--- config.mk ---
export PLATFORM = sky130hd
export DESIGN_NAME = seq_right_shifter
export DESIGN_NICKNAME = d
export VERILOG_FILES = /design/src/rtl/seq_right_shifter.sv
export SDC_FILE = /design/constraint.sdc
export NUM_CORES = 1
export LEC_CHECK = 0
export ABC_AREA = 0
export BUFFER_PORTS_ARGS = -buffer_cell sky130_fd_sc_hd__buf_4
export CAP_MARGIN = 25
export CORE_ASPECT_RATIO = 0.5
export CORE_UTILIZATION = 55
export CTS_CLUSTER_SIZE = 16
export DETAILED_ROUTE_END_ITERATION = 6
export GPL_ROUTABILITY_DRIVEN = 1
export HOLD_SLACK_MARGIN = 0.03
export PLACE_DENSITY_LB_ADDON = 0.25
export RECOVER_POWER = 25
export SLEW_MARGIN = 40
export SYNTH_ARGS = -nofsm -noshare
export SYNTH_HDL_FRONTEND = slang
export SYNTH_SLANG_ARGS = --single-unit
--- constraint.sdc ---
create_clock -name clk -period 10.95 [get_ports clk]
set_input_delay 0.5475 -clock clk [delete_from_list [all_inputs] [get_ports clk]]
set_output_delay 0.5475 -clock clk [all_outputs]
set_load 0.01 [all_outputs]
--- src/rtl/seq_right_shifter.sv ---
`default_nettype none
// ============================================================================
// Module      : seq_right_shifter
// Description : Multi-cycle right shifter (logical or arithmetic) that
//               processes one log2 stage per cycle under a start/done
//               handshake. Latency is always SHW cycles.
//               Optional macro RSHIFT_WORD_OP_EN adds a 32-bit word-op
//               mode through the 'word' port.
// Revision    : 1.0 - initial release
// ============================================================================
module seq_right_shifter #(
    parameter int WIDTH = 64
) (
    input  logic             clk,
    input  logic             reset,
    input  logic             start,
    input  logic [WIDTH-1:0] A,
    input  logic [WIDTH-1:0] B,
    input  logic             arith,
`ifdef RSHIFT_WORD_OP_EN
    input  logic             word,
`endif
    output logic [WIDTH-1:0] S,
    output logic             busy,
    output logic             done
);

    localparam int SHW = $clog2(WIDTH);

    typedef enum logic [1:0] {
        ST_IDLE  = 2'd0,
        ST_SHIFT = 2'd1,
        ST_DONE  = 2'd2
    } state_t;

    state_t             r_state;
    state_t             w_state_next;

    logic [WIDTH-1:0]   r_op;
    logic [SHW-1:0]     r_amt;
    logic [SHW-1:0]     r_k;
    logic               r_fill;
    logic [WIDTH-1:0]   r_s;

    logic               w_accept;
    logic [SHW-1:0]     w_dist;
    logic [2*WIDTH-1:0] w_ext;
    logic [2*WIDTH-1:0] w_ext_sh;
    logic [WIDTH-1:0]   w_next_op;
    logic [WIDTH-1:0]   w_res;
    logic [WIDTH-1:0]   w_load_op;
    logic [SHW-1:0]     w_load_amt;
    logic               w_load_fill;
    logic               w_unused_b;

    // Upper amount bits are intentionally ignored (amount wraps modulo WIDTH).
    assign w_unused_b = ^B[WIDTH-1:SHW];

    // A new operation is only taken when no shift is in flight.
    assign w_accept = start && ((r_state == ST_IDLE) || (r_state == ST_DONE));

`ifdef RSHIFT_WORD_OP_EN
    logic r_word;

    // Word mode pre-fills the upper half with the fill bit so a full-width
    // shift leaves the correct 32-bit result in the low half.
    always_comb begin
        w_load_fill = 1'b0;
        w_load_op   = A;
        w_load_amt  = B[SHW-1:0];
        if (word) begin
            w_load_fill = arith & A[31];
            w_load_op   = {{(WIDTH-32){arith & A[31]}}, A[31:0]};
            w_load_amt  = SHW'(B[4:0]);
        end else begin
            w_load_fill = arith & A[WIDTH-1];
        end
    end

    assign w_res = r_word ? {{(WIDTH-32){w_next_op[31]}}, w_next_op[31:0]} : w_next_op;
`else
    assign w_load_fill = arith & A[WIDTH-1];
    assign w_load_op   = A;
    assign w_load_amt  = B[SHW-1:0];
    assign w_res       = w_next_op;
`endif

    // One stage: shift by 2**k with the captured fill bit entering from the top.
    assign w_dist    = SHW'(1) << r_k;
    assign w_ext     = {{WIDTH{r_fill}}, r_op};
    assign w_ext_sh  = w_ext >> w_dist;
    assign w_next_op = r_amt[r_k] ? w_ext_sh[WIDTH-1:0] : r_op;

    // State register.
    always_ff @(posedge clk or posedge reset) begin
        if (reset) begin
            r_state <= ST_IDLE;
        end else begin
            r_state <= w_state_next;
        end
    end

    // Next-state logic.
    always_comb begin
        w_state_next = r_state;
        case (r_state)
            ST_IDLE:  if (start) w_state_next = ST_SHIFT;
            ST_SHIFT: if (r_k == '0) w_state_next = ST_DONE;
            ST_DONE:  w_state_next = start ? ST_SHIFT : ST_IDLE;
            default:  w_state_next = ST_IDLE;
        endcase
    end

    // Datapath: capture on accept, one stage per SHIFT cycle, publish on last stage.
    always_ff @(posedge clk or posedge reset) begin
        if (reset) begin
            r_op   <= '0;
            r_amt  <= '0;
            r_k    <= '0;
            r_fill <= 1'b0;
            r_s    <= '0;
`ifdef RSHIFT_WORD_OP_EN
            r_word <= 1'b0;
`endif
        end else if (w_accept) begin
            r_op   <= w_load_op;
            r_amt  <= w_load_amt;
            r_k    <= SHW'(SHW-1);
            r_fill <= w_load_fill;
`ifdef RSHIFT_WORD_OP_EN
            r_word <= word;
`endif
        end else if (r_state == ST_SHIFT) begin
            r_op <= w_next_op;
            r_k  <= r_k - 1'b1;
            if (r_k == '0) begin
                r_s <= w_res;
            end
        end
    end

    assign S    = r_s;
    assign busy = (r_state == ST_SHIFT);
    assign done = (r_state == ST_DONE);

endmodule
`default_nettype wire

==> qor.csv <==
stage;metric;value;unit
global_route;grt_overflow_total;0;
synth;yosysTopAreaCell;dfrtp_1;
floorplan;die_area;18400;sq um
pwr;powerDensity;423;nW/um^2
pwr;p_leak;4.91;nW
synth;ys.flop_type;dfrtp_1;
floorplan;initial_core_util;56.3;%
timing;relSlewSlack;-142;%
cts;cts_inserted_buffers;17;
critical_path;required;11.33;ns
floorplan;fp-row-count;34;
place;placed_area;10800;sq um
route;drt_iter0_drc;1876;
final_layout;stdcell_count;1456;
timing;finalSetupViolations;0;
route;wl;44700;microns
cts;cts.sinks;143;
cts;cts_resized;0;
critical_path;endpoint_kind;register;
cts;cts_max_level;4;
cts;cts_hold_buf;0;
cts;insertion_delay;0.44;ns
global_route;grt_max_degree;79;
synth;synth_area_leaders;dfrtp_1 37%, mux4_2 7.1%, nand2_1 5.7%;
place;pre_cts_slack;7.19;ns
timing;hold_violations;0;
min_path;hold_path.class;in2reg;
final_layout;areaGrowthSynthToFinish;16.7;%
synth;yosysMostFrequentCell;nand2_1;
route;vias;10898;
global_route;grt_pass1_vias;9790;
run;cap_violations;1;
synth;synth_cells;1144;
floorplan;die_width;191;microns
critical_path;cp.arrival;4.32;ns
final_layout;postLayoutCoreUtil;65.8;%
critical_path;startpoint;r_k[2]$_DFFE_PP0P_;
critical_path;crit_type;reg2reg;
final_layout;fillers;1400;
pwr;vdd_ir_drop_max;0.301;mV
run_status;status;finished, violations left;
critical_path;worst-path-max-fanout;66;
synth;yosys.area.top_type_share;36.5;%
global_route;grt_pass1_wl;64300;microns
timing;setup_ws;7.01;ns
final_layout;final_area;11400;sq um
run_status;violations;capacitance limit, slew limit;
route;wl_per_cell;30.7;microns
timing;fin_crit;3.94;ns
timing;skew;0.0152;ns
floorplan;die-height;96.4;microns
synth;async_flop_share;100;%
cts;ctsLongestPathBuffers;2;
route;drtPass1Iterations;6;
timing;tightest_slew;3.62;ns
cts;root_buffer;clkbuf_16;
synth;synth_area_per_cell;8.57;sq um
global_route;track_usage;49.4;%
synth;yosysSeqAreaShare;36.5;%
cts;postCtsSetupRepairBufs;0;
synth;synth_common_cells;150 x nand2_1, 143 x dfrtp_1, 105 x a21oi_1, 101 x o21ai_0, 95 x nor2_1;
route;drcViolationCount;0;
timing;slew_violations;79;
place;gp_congestion;1.04;
critical_path;startpoint_type;register;
synth;synthesis.area;9800;sq um
final_layout;drive_gt1_share;22.0;%
synth;yosys_warnings;0;
final_layout;layout.nets;1340;
synth;ys_seq_elements;143;
place;place_inst;1421;
global_route;antenna_found_initial;2;
timing;fmax;254;MHz
min_path;worstHoldStart;B[5];
cts;cts_tree;yes;
critical_path;r2r_start;r_k[2]$_DFFE_PP0P_;
floorplan;pin_count;198;
timing;setup_tns;0;ns
place;hpwl;30300;microns
floorplan;core_region_area;17400;sq um
cts;cts.clk_slew.worst_paths;0.07;ns
route;vias_per_cell;7.48;
place;port_buffers;139;
synth;synth-edff-count;0;
synth;synth_fp_nets;1277;
timing;rsz0062_at_grt;no;
synth;synth_cell_types;68;
route;ant_nets;0;
timing;finalCritPeriodShare;36.0;%
[state kept, by name, indices dropped and copies added, names as in the netlist]
| register | flops |
|---|---|
| S | 64 |
| r_amt | 6 |
| r_fill | 1 |
| r_k | 6 |
| r_op | 64 |
| r_state | 2 |
[cell families after synthesis]
kind of cell,count (synthesis),synth area share [%]
buf+inv,127,5.92
fa+ha+maj,1,0.128
simple gates,363,16.6
compound gates,430,28.5
xor+xnor,2,0.179
flops,143,36.5
mux,78,12.1
[routing by layer]
metal | global-route usage (%) | routed length, microns | part of all wire, % | up-vias
met1 | 69.3 | 17900 | 40 | 5287
li1 | - | - | - | 4421
met3 | 25.1 | 8360 | 19 | 131
met4 | 16.3 | 1330 | 3.0 | 4
met5 | 6.04 | 141 | 0.32 | -
met2 | 63.5 | 17000 | 38 | 1055
[power breakdown]
part | internal (mW) | switching [mW] | leakage [nW]
Clock | 0.327 | 0.263 | 0.280
Sequential | 0.779 | 0.533 | 1.79
Combinational | 1.06 | 1.87 | 2.84
Total | 2.17 | 2.67 | 4.91
[worst paths after layout]
kind                                             end  depth (start not counted)  slack (ns)
worst max-delay path               S[60]$_DFFE_PP0P_                          7        7.01
worst min-delay path            r_amt[5]$_DFFE_PP0P_                          3        0.30
worst max register to register     S[60]$_DFFE_PP0P_                          7        7.01
worst min register to register  r_amt[5]$_DFFE_PP0P_                          2        0.48
max in group asynchronous         r_k[1]$_DFFE_PP0P_                          3        8.02
min in group asynchronous          S[60]$_DFFE_PP0P_                          2        1.17
[cells in the final DEF (no fill, tap or decap), drive strengths merged, types with 15 or more instances in the layout]
master	netlist	routed
a211oi	16	16
clkbuf	68	19
buf	49	160
nand3	32	32
nor2b	15	15
o211ai	23	23
dfrtp	143	143
nor3	20	20
a22oi	52	52
mux4	31	31
o21ai	106	106
nand2	150	150
and3	16	16
mux2i	31	31
nor2	99	99
mux2	16	16
a21oi	105	105
[area by class of cell]
| type | instances | area, sq um | area share [%] |
|---|---|---|---|
| clock buffers | 18 | 439 | 3.84 |
| clock inverters | 14 | 148 | 1.29 |
| repair buffers | 161 | 1220 | 10.7 |
| flip-flops and latches | 143 | 3590 | 31.3 |
| well taps | 234 | 293 | 2.56 |
| multi-input cells | 874 | 5710 | 49.9 |
| inverters | 10 | 38.8 | 0.339 |
| diodes | 2 | 5.00 | 0.0437 |
[worst max-delay path: stages, from the launching register on]
cell	delay, ns
dfrtp_1	0.62
nor4_2	0.35
buf_4	0.71
nand2_1	0.64
o21ai_0	0.52
a21oi_1	0.15
a211oi_1	0.69
a21o_1	0.15
[stage by stage]
stage	power [mW]	hold slack, ns
after CTS	4.63	0.251
after global placement	3.93	0.459
after floorplan	2.90	0.440
after detailed placement	4.01	0.463
after global routing	4.99	0.301
final	4.84	0.301
No activity file was read; power rests on OpenSTA's default activity.
